### config.mk
export PLATFORM = sky130hd
export DESIGN_NAME = wr_rsp_fifo_reader
export DESIGN_NICKNAME = d
export VERILOG_FILES = /design/src/rtl/wr_rsp_fifo_reader.sv
export SDC_FILE = /design/constraint.sdc
export NUM_CORES = 1
export LEC_CHECK = 0
export ABC_AREA = 1
export ABC_CLOCK_PERIOD_IN_PS = 3500
export BUFFER_PORTS_ARGS = -buffer_cell sky130_fd_sc_hd__buf_4
export CORE_ASPECT_RATIO = 0.75
export CORE_MARGIN = 2
export CORE_UTILIZATION = 45
export CTS_BUF_LIST = sky130_fd_sc_hd__clkbuf_4 sky130_fd_sc_hd__clkbuf_8 sky130_fd_sc_hd__clkbuf_16
export CTS_CLUSTER_DIAMETER = 40
export DETAILED_ROUTE_END_ITERATION = 10
export GPL_TIMING_DRIVEN = 1
export PLACE_DENSITY_LB_ADDON = 0.25
export SETUP_SLACK_MARGIN = 0.02
export SLEW_MARGIN = 30
export SYNTH_ARGS = -nofsm -noshare
export SYNTH_HDL_FRONTEND = slang
export SYNTH_SLANG_ARGS = --single-unit
export TNS_END_PERCENT = 20
### constraint.sdc
create_clock -name clk -period 3.5 [get_ports clk]
set_input_delay 0.175 -clock clk [delete_from_list [all_inputs] [get_ports clk]]
set_output_delay 0.175 -clock clk [all_outputs]
set_load 0.005 [all_outputs]
### src/rtl/wr_rsp_fifo_reader.sv
// Write-response FIFO consumer: pops one packet at a time, checks its framing and
// hands BID/BRESP to the host over valid/ready, with saturating response statistics.
//
// state | meaning
// IDLE  | waiting for a non-empty FIFO
// RD    | read_enable high, pop in flight
// CAP   | fifo_rdata valid, framing checked, fields captured
// OUT   | response held on rsp_* until the host handshake
module wr_rsp_fifo_reader #(
  parameter int id_wid = 4
) (
  input  logic              clk,
  input  logic              rst_n,
  input  logic              fifo_empty,
  input  logic [127:0]      fifo_rdata,
  output logic              read_enable,
  output logic              rsp_valid,
  input  logic              rsp_ready,
  output logic [id_wid-1:0] rsp_bid,
  output logic [1:0]        rsp_bresp,
  output logic              frame_err,
  input  logic              clear_stats,
  output logic [15:0]       okay_cnt,
  output logic [15:0]       slverr_cnt,
  output logic [15:0]       decerr_cnt,
  output logic [15:0]       frame_err_cnt
);

  // Field boundaries below SOP move with the BID width.
  localparam int P_BID_LO = 120 - id_wid;
  localparam int P_RSP_LO = P_BID_LO - 4;
  localparam int P_EOP_LO = P_RSP_LO - 8;
  localparam int P_RSV_HI = P_EOP_LO - 1;

  localparam logic [7:0]  P_SOP = 8'hAA;
  localparam logic [7:0]  P_EOP = 8'h53;
  localparam logic [15:0] P_SAT = 16'hFFFF;

  typedef enum logic [1:0] {
    S_IDLE = 2'd0,
    S_RD   = 2'd1,
    S_CAP  = 2'd2,
    S_OUT  = 2'd3
  } state_t;

  state_t              r_state;
  logic                r_read_enable;
  logic                r_rsp_valid;
  logic [id_wid-1:0]   r_rsp_bid;
  logic [1:0]          r_rsp_bresp;
  logic                r_frame_err;
  logic [15:0]         r_okay_cnt;
  logic [15:0]         r_slverr_cnt;
  logic [15:0]         r_decerr_cnt;
  logic [15:0]         r_frame_err_cnt;

  logic [7:0]          w_sop;
  logic [id_wid-1:0]   w_bid;
  logic [3:0]          w_bresp4;
  logic [7:0]          w_eop;
  logic                w_rsv_zero;
  logic                w_frame_ok;
  logic                w_cap;
  logic                w_inc_okay;
  logic                w_inc_slverr;
  logic                w_inc_decerr;
  logic                w_inc_ferr;

  assign w_sop      = fifo_rdata[127:120];
  assign w_bid      = fifo_rdata[119:P_BID_LO];
  assign w_bresp4   = fifo_rdata[P_BID_LO-1:P_RSP_LO];
  assign w_eop      = fifo_rdata[P_RSP_LO-1:P_EOP_LO];
  assign w_rsv_zero = (fifo_rdata[P_RSV_HI:0] == '0);

  assign w_frame_ok = (w_sop == P_SOP) && (w_eop == P_EOP) &&
                      (w_bresp4[3:2] == 2'b00) && w_rsv_zero;

  // Statistics follow the CAP evaluation, not the host handshake.
  assign w_cap        = (r_state == S_CAP);
  assign w_inc_okay   = w_cap && w_frame_ok && !w_bresp4[1];
  assign w_inc_slverr = w_cap && w_frame_ok && (w_bresp4[1:0] == 2'b10);
  assign w_inc_decerr = w_cap && w_frame_ok && (w_bresp4[1:0] == 2'b11);
  assign w_inc_ferr   = w_cap && !w_frame_ok;

  always_ff @(posedge clk or negedge rst_n) begin
    if (!rst_n) begin
      r_state       <= S_IDLE;
      r_read_enable <= 1'b0;
      r_rsp_valid   <= 1'b0;
      r_rsp_bid     <= '0;
      r_rsp_bresp   <= 2'b00;
      r_frame_err   <= 1'b0;
    end else begin
      r_read_enable <= 1'b0;
      r_frame_err   <= 1'b0;
      case (r_state)
        S_IDLE: begin
          if (!fifo_empty) begin
            r_state       <= S_RD;
            r_read_enable <= 1'b1;
          end
        end
        S_RD: begin
          r_state <= S_CAP;
        end
        S_CAP: begin
          if (w_frame_ok) begin
            r_rsp_bid   <= w_bid;
            r_rsp_bresp <= w_bresp4[1:0];
            r_rsp_valid <= 1'b1;
            r_state     <= S_OUT;
          end else begin
            r_frame_err <= 1'b1;
            r_state     <= S_IDLE;
          end
        end
        S_OUT: begin
          if (rsp_ready) begin
            r_rsp_valid <= 1'b0;
            r_state     <= S_IDLE;
          end
        end
        default: begin
          r_state <= S_IDLE;
        end
      endcase
    end
  end

  // Clear takes priority over any increment landing in the same cycle.
  always_ff @(posedge clk or negedge rst_n) begin
    if (!rst_n) begin
      r_okay_cnt      <= 16'd0;
      r_slverr_cnt    <= 16'd0;
      r_decerr_cnt    <= 16'd0;
      r_frame_err_cnt <= 16'd0;
    end else if (clear_stats) begin
      r_okay_cnt      <= 16'd0;
      r_slverr_cnt    <= 16'd0;
      r_decerr_cnt    <= 16'd0;
      r_frame_err_cnt <= 16'd0;
    end else begin
      if (w_inc_okay && (r_okay_cnt != P_SAT))
        r_okay_cnt <= r_okay_cnt + 16'd1;
      if (w_inc_slverr && (r_slverr_cnt != P_SAT))
        r_slverr_cnt <= r_slverr_cnt + 16'd1;
      if (w_inc_decerr && (r_decerr_cnt != P_SAT))
        r_decerr_cnt <= r_decerr_cnt + 16'd1;
      if (w_inc_ferr && (r_frame_err_cnt != P_SAT))
        r_frame_err_cnt <= r_frame_err_cnt + 16'd1;
    end
  end

  assign read_enable   = r_read_enable;
  assign rsp_valid     = r_rsp_valid;
  assign rsp_bid       = r_rsp_bid;
  assign rsp_bresp     = r_rsp_bresp;
  assign frame_err     = r_frame_err;
  assign okay_cnt      = r_okay_cnt;
  assign slverr_cnt    = r_slverr_cnt;
  assign decerr_cnt    = r_decerr_cnt;
  assign frame_err_cnt = r_frame_err_cnt;

endmodule

After elaboration in Yosys (flattened, before gate mapping). Index checks and enable logic that the tools add are counted.

Output and inout bits: 73. Bits in registers: 75. Logic and storage cells: 72. Bits of input ports: 133.

Add/sub/neg operators: 4. Reduce and logical (&&, ||, !) cells: 25. Equal/unequal tests: 14. Multiplexer cells: 19.

Operators by type and width (count): 16-bit 2-to-1 mux (8); 104-bit logical NOT (1); 16-bit by 1-bit adder with 16-bit output, second input constant (4); 16-bit != test, second input constant (4); 1-bit logical AND (12); 2-bit nonzero test (5); 2-bit == test, second input constant (4); 8-bit by 7-bit == test with 1-bit output, second input constant (1); 8-bit == test, second input constant (1); 2-bit one-hot mux with 4 select lines (1); 1-bit 2-to-1 mux (6); 2-bit 2-to-1 mux (3); 2-bit != test, second input constant (3); 2-bit logical NOT (2); 2-bit AND reduction (2); 3-bit AND reduction (1); 2-bit by 1-bit == test with 1-bit output, second input constant (1); 1-bit logical NOT (2); 1-bit one-hot mux with 2 select lines (1).

Logic depth before layout (Yosys ltp).
Word-level depth: 9. Depth in mapped cells: 14. Depth with buffers taken out: 13.

Least setup slack after synthesis. No wires, ideal clock.

Path type: register -> register. Start: register r_okay_cnt[0] (netlist: okay_cnt[0]). End: register r_okay_cnt[7] (netlist: okay_cnt[7]). Period minus slack after synthesis: 1.802 ns. Arrival: 1.685 ns. Setup time: 0.117 ns. Setup slack: 1.698 ns. Stages on the path, launching flop included: 12. Data required time: 3.383 ns. Buffers on the path: 1. Path through: dfrtp_1 -> ha_1 -> nand3_1 -> nor2_1 -> nand4_1 -> nor2_1 -> nand3_1 -> nand4_4 -> nand2_4 -> buf_6 -> nand2_1 -> nand2_1.

Word-level cells in the longest chain between the ends: 3. Elaborated cells between the ends (all ways): 6. Those cells by class: add/sub (1); eq/ne (1); mux (2); reduce/logical (2).

RTL lines: start: declaration (line 52) `logic [15:0] r_okay_cnt;`; start signal: assignment (line 144) `r_okay_cnt <= r_okay_cnt + 16'd1;`; 16-bit by 1-bit adder with 16-bit output or 16-bit != test (tied branches) (line 144, 143); 16-bit 2-to-1 mux or 1-bit logical AND (tied branches) (line 143) `if (w_inc_okay && (r_okay_cnt != P_SAT))`; 16-bit 2-to-1 mux or 2-bit nonzero test (tied branches).

Parallel ways exist; a longest one is shown, timed or not. The select of a mux whose other input is x is not followed. A chain may end at the register's enable or synchronous reset.

Worst setup path after layout.
Start: register r_frame_err_cnt[0] (netlist: frame_err_cnt[0]). End: register r_frame_err_cnt[8] (netlist: frame_err_cnt[8]).

Word-level cells in the longest chain between the ends: 3. Elaborated cells between the ends (all ways): 6. Those cells by class: add/sub (1); eq/ne (1); mux (2); reduce/logical (2).

RTL lines: start: declaration (line 55) `logic [15:0] r_frame_err_cnt;`; start signal: assignment (line 150) `r_frame_err_cnt <= r_frame_err_cnt + 16'd1;`; 16-bit by 1-bit adder with 16-bit output or 16-bit != test (tied branches) (line 150, 149); 16-bit 2-to-1 mux or 1-bit logical AND (tied branches) (line 149) `if (w_inc_ferr && (r_frame_err_cnt != P_SAT))`; 16-bit 2-to-1 mux or 2-bit nonzero test (tied branches).

Parallel ways exist; a longest one is shown, timed or not. The select of a mux whose other input is x is not followed.

==> impl_metrics.py <==
metrics = {
    "detailed_routing": {
        "drc_errors": 0,
        "ant_nets": 0,
        "wl_per_cell_um": 13.2,
        "viasPerCell": 4.89,
        "vias": 5245,
        "totalWireLength_um": 14100,
        "drtIter0Drc": 214,
        "drt_pass1_iterations": 5,
    },
    "grt": {
        "antenna_found_initial": 0,
        "grt_use_met3_pct": 5.10,
        "grt_pass1_wl_um": 23500,
        "busiest_layer": "met2",
        "grt_usage_pct": 24.5,
        "grt_pass1_vias": 4787,
        "use_met1_pct": 32.2,
        "met2_usage_pct": 41.5,
        "grt_overflow": 0,
        "grt_max_degree": 76,
    },
    "cts": {
        "root_buffer": "clkbuf_16",
        "h-tree-depth": 3,
        "cts_buffer_depth": 2,
        "cts-buffers-inserted": 9,
        "cts_sinks": 75,
        "cts_setup_buffers": 0,
        "path_clk_slew_ns": 0.06,
        "cts_tree": "done",
        "ctsResizeCount": 0,
        "clk_latency_ns": 0.34,
    },
    "synthesis": {
        "syn-cell-area_um2": 4920,
        "yosysWarnings": 0,
        "async_reset_ff_share_pct": 100,
        "synth_nets": 868,
        "syn_inst": 731,
        "synth.avg_cell_area_um2": 6.74,
        "synth_edf_count": 0,
        "synth_seq_cells": 75,
        "synth_cell_types": 35,
        "synthFlopType": "dfrtp_1",
        "ys_seq_area_share_pct": 38.1,
    },
    "worst_setup_path": {
        "startpoint": "frame_err_cnt[0]",
        "worstPathRequired_ns": 3.73,
        "reg2regPathDepth": 10,
        "rrSetupSlack_ns": 1.24,
        "r2r_end": "frame_err_cnt[8]",
        "crit_type": "reg -> reg",
        "arrival_ns": 2.49,
        "startpoint_type": "flip-flop",
        "cp-end-kind": "flip-flop",
        "path_max_fanout": 17,
        "r2r-start": "frame_err_cnt[0]",
    },
    "final_layout": {
        "register_area_um2": 1880,
        "layout-drive-gt1-share_pct": 25.4,
        "nFillCells": 1015,
        "synthToLayoutAreaGrowth_pct": 39.9,
        "diodes": 0,
        "fin_cells": 1073,
        "multiInputGateArea_um2": 2750,
        "fin_area_um2": 6890,
        "fin_nets": 1065,
    },
    "placement": {
        "place_hpwl_um": 10100,
        "place_area_um2": 6530,
        "gp_congestion": 0.885,
        "dp.cells": 1055,
        "port_buffers": 205,
    },
    "run_status": {
        "run_status": "completed",
    },
    "floorplanning": {
        "die_area_um2": 11800,
        "die_h_um": 94.6,
        "rows": 33,
        "ioPinCount": 206,
        "die_w_um": 125,
        "start_util_pct": 45.7,
        "core_um2": 10800,
    },
    "sta": {
        "fin_crit_sh_pct": 64.5,
        "maxSlewHeadroom_pct": 54.3,
        "fin_skew_ns": 0.00773,
        "timing.hold.ws_ns": 0.0702,
        "fmax_mhz": 443,
        "setup_violations": 0,
        "drv_slew": 0,
        "rsz0062_at_grt": "false",
        "worst-slew-pin-transition_ns": 0.686,
        "finalHoldViolCount": 0,
        "period_needed_ns": 2.26,
        "fin_tns_setup_ns": 0,
    },
    "job": {
        "drv_cap": 0,
    },
    "power": {
        "ir_worst_vdd_mv": 0.318,
        "powerDensity_nw_per_um2": 338,
        "leakagePower_nw": 3.53,
    },
    "min_path": {
        "hp-start": "fifo_rdata[119]",
        "hold_depth": 3,
        "hold_class": "in -> reg",
        "whs_endpoint": "rsp_bid[3]",
    },
}
==> registers in the layout (all words and copies together) (netlist names) <==
register / cells
decerr_cnt: 16
frame_err_cnt: 16
okay_cnt: 16
slverr_cnt: 16
rsp_bid: 4
r_state: 2
rsp_bresp: 2
frame_err: 1
read_enable: 1
rsp_valid: 1
==> worst max-delay path, cell delays in order (launching register included) <==
cell     delay [ns]
dfrtp_1        0.42
ha_1           0.24
nand3_1        0.15
nor2_1         0.21
nand2_1        0.08
inv_1          0.11
nand4_1        0.24
nand2_4        0.28
nand2_2        0.22
nand2_1        0.13
nand2_1        0.05
==> cells in the mapped netlist (2+ instances only) <==
cell,number,area share [%]
nand4_1,10,1.3
clkbuf_1,12,0.91
nand2_4,4,0.91
xnor2_1,9,1.6
buf_4,2,0.30
buf_6,4,0.91
buf_2,4,0.41
nand4_4,3,1.3
inv_1,43,3.3
nand2_2,2,0.25
a21oi_1,4,0.41
nand2_1,227,17
nor3b_1,11,1.7
ha_1,4,1.0
dfrtp_1,75,38
o22ai_1,2,0.25
nor2_1,172,13
nand3_1,90,9.1
nor3_1,11,1.1
nor4_1,2,0.25
o21ai_0,7,0.71
xor2_1,20,3.6
==> per-stage QoR <==
step / setup slack (ns) / util (%) / power (mW)
after floorplan: 1.70 / - / 1.10
after global placement: 1.36 / 60.5 / 1.30
after detailed placement: 1.35 / 60.6 / 1.30
after CTS: 1.29 / 63.8 / 2.35
after global routing: 1.07 / 63.9 / 2.43
final: 1.24 / 63.9 / 2.33
==> per-layer routing <==
layer	routed length [um]	vias up
met5	0	-
met4	223	0
met3	907	21
met2	6650	189
met1	6340	2298
li1	-	2737
==> report_power, final <==
part / total [mW] / switching, mW / internal (mW)
clock: 1.04 / 0.375 / 0.666
sequential: 0.932 / 0.0344 / 0.898
combinational: 0.355 / 0.182 / 0.174
total: 2.33 / 0.591 / 1.74
==> worst max-delay path by stage <==
stage | to | slack, ns | cells after the start
after floorplan | okay_cnt[7] | 1.70 | 11
after global placement | okay_cnt[7] | 1.36 | 10
after detailed placement | frame_err_cnt[13] | 1.35 | 10
after CTS | okay_cnt[7] | 1.29 | 10
after global routing | okay_cnt[7] | 1.07 | 10
final | frame_err_cnt[8] | 1.24 | 10
==> cells by family after synthesis <==
kind of cell | Yosys count | share of synthesized area [%]
buffers and inverters | 67 | 5.97
xor gates and xnor gates | 29 | 5.16
AOI/OAI and AO/OA | 19 | 2.34
DFF | 75 | 38.1
and+or+nand+nor | 537 | 47.4
adders and majority gates | 4 | 1.02
==> area by class of cell <==
cell class	instances	area share, %
inverters	44	2.43
clock buffers	11	3.67
repair buffers	209	22.9
flip-flops and latches	75	27.3
multi-input cells	589	40.0
clock inverters	5	1.22
well taps	140	2.54
==> layout by cell type, fill, tap and decap left out, drive strengths merged <==
cell and n:
a211oi 1, a21oi 4, a311oi 1, a31o 1, a31oi 1, buf 207, bufinv 2, clkbuf 11
clkinvlp 2, dfrtp 75, dlygate4sd3 2, ha 4, inv 45, nand2 233, nand3 90, nand3b 1
nand4 13, nor2 175, nor3 11, nor3b 11, nor4 2, o21ai 7, o22ai 2, o31ai 1
o32ai 1, or2 1, xnor2 9, xor2 20
==> timing repair <==
item / in CTS / in global routing
endpoints found under the hold margin: 1 / 75
endpoints found under the setup margin: 0 / 0
hold buffers: 1 / 1
No activity file was read; power rests on OpenSTA's default activity.
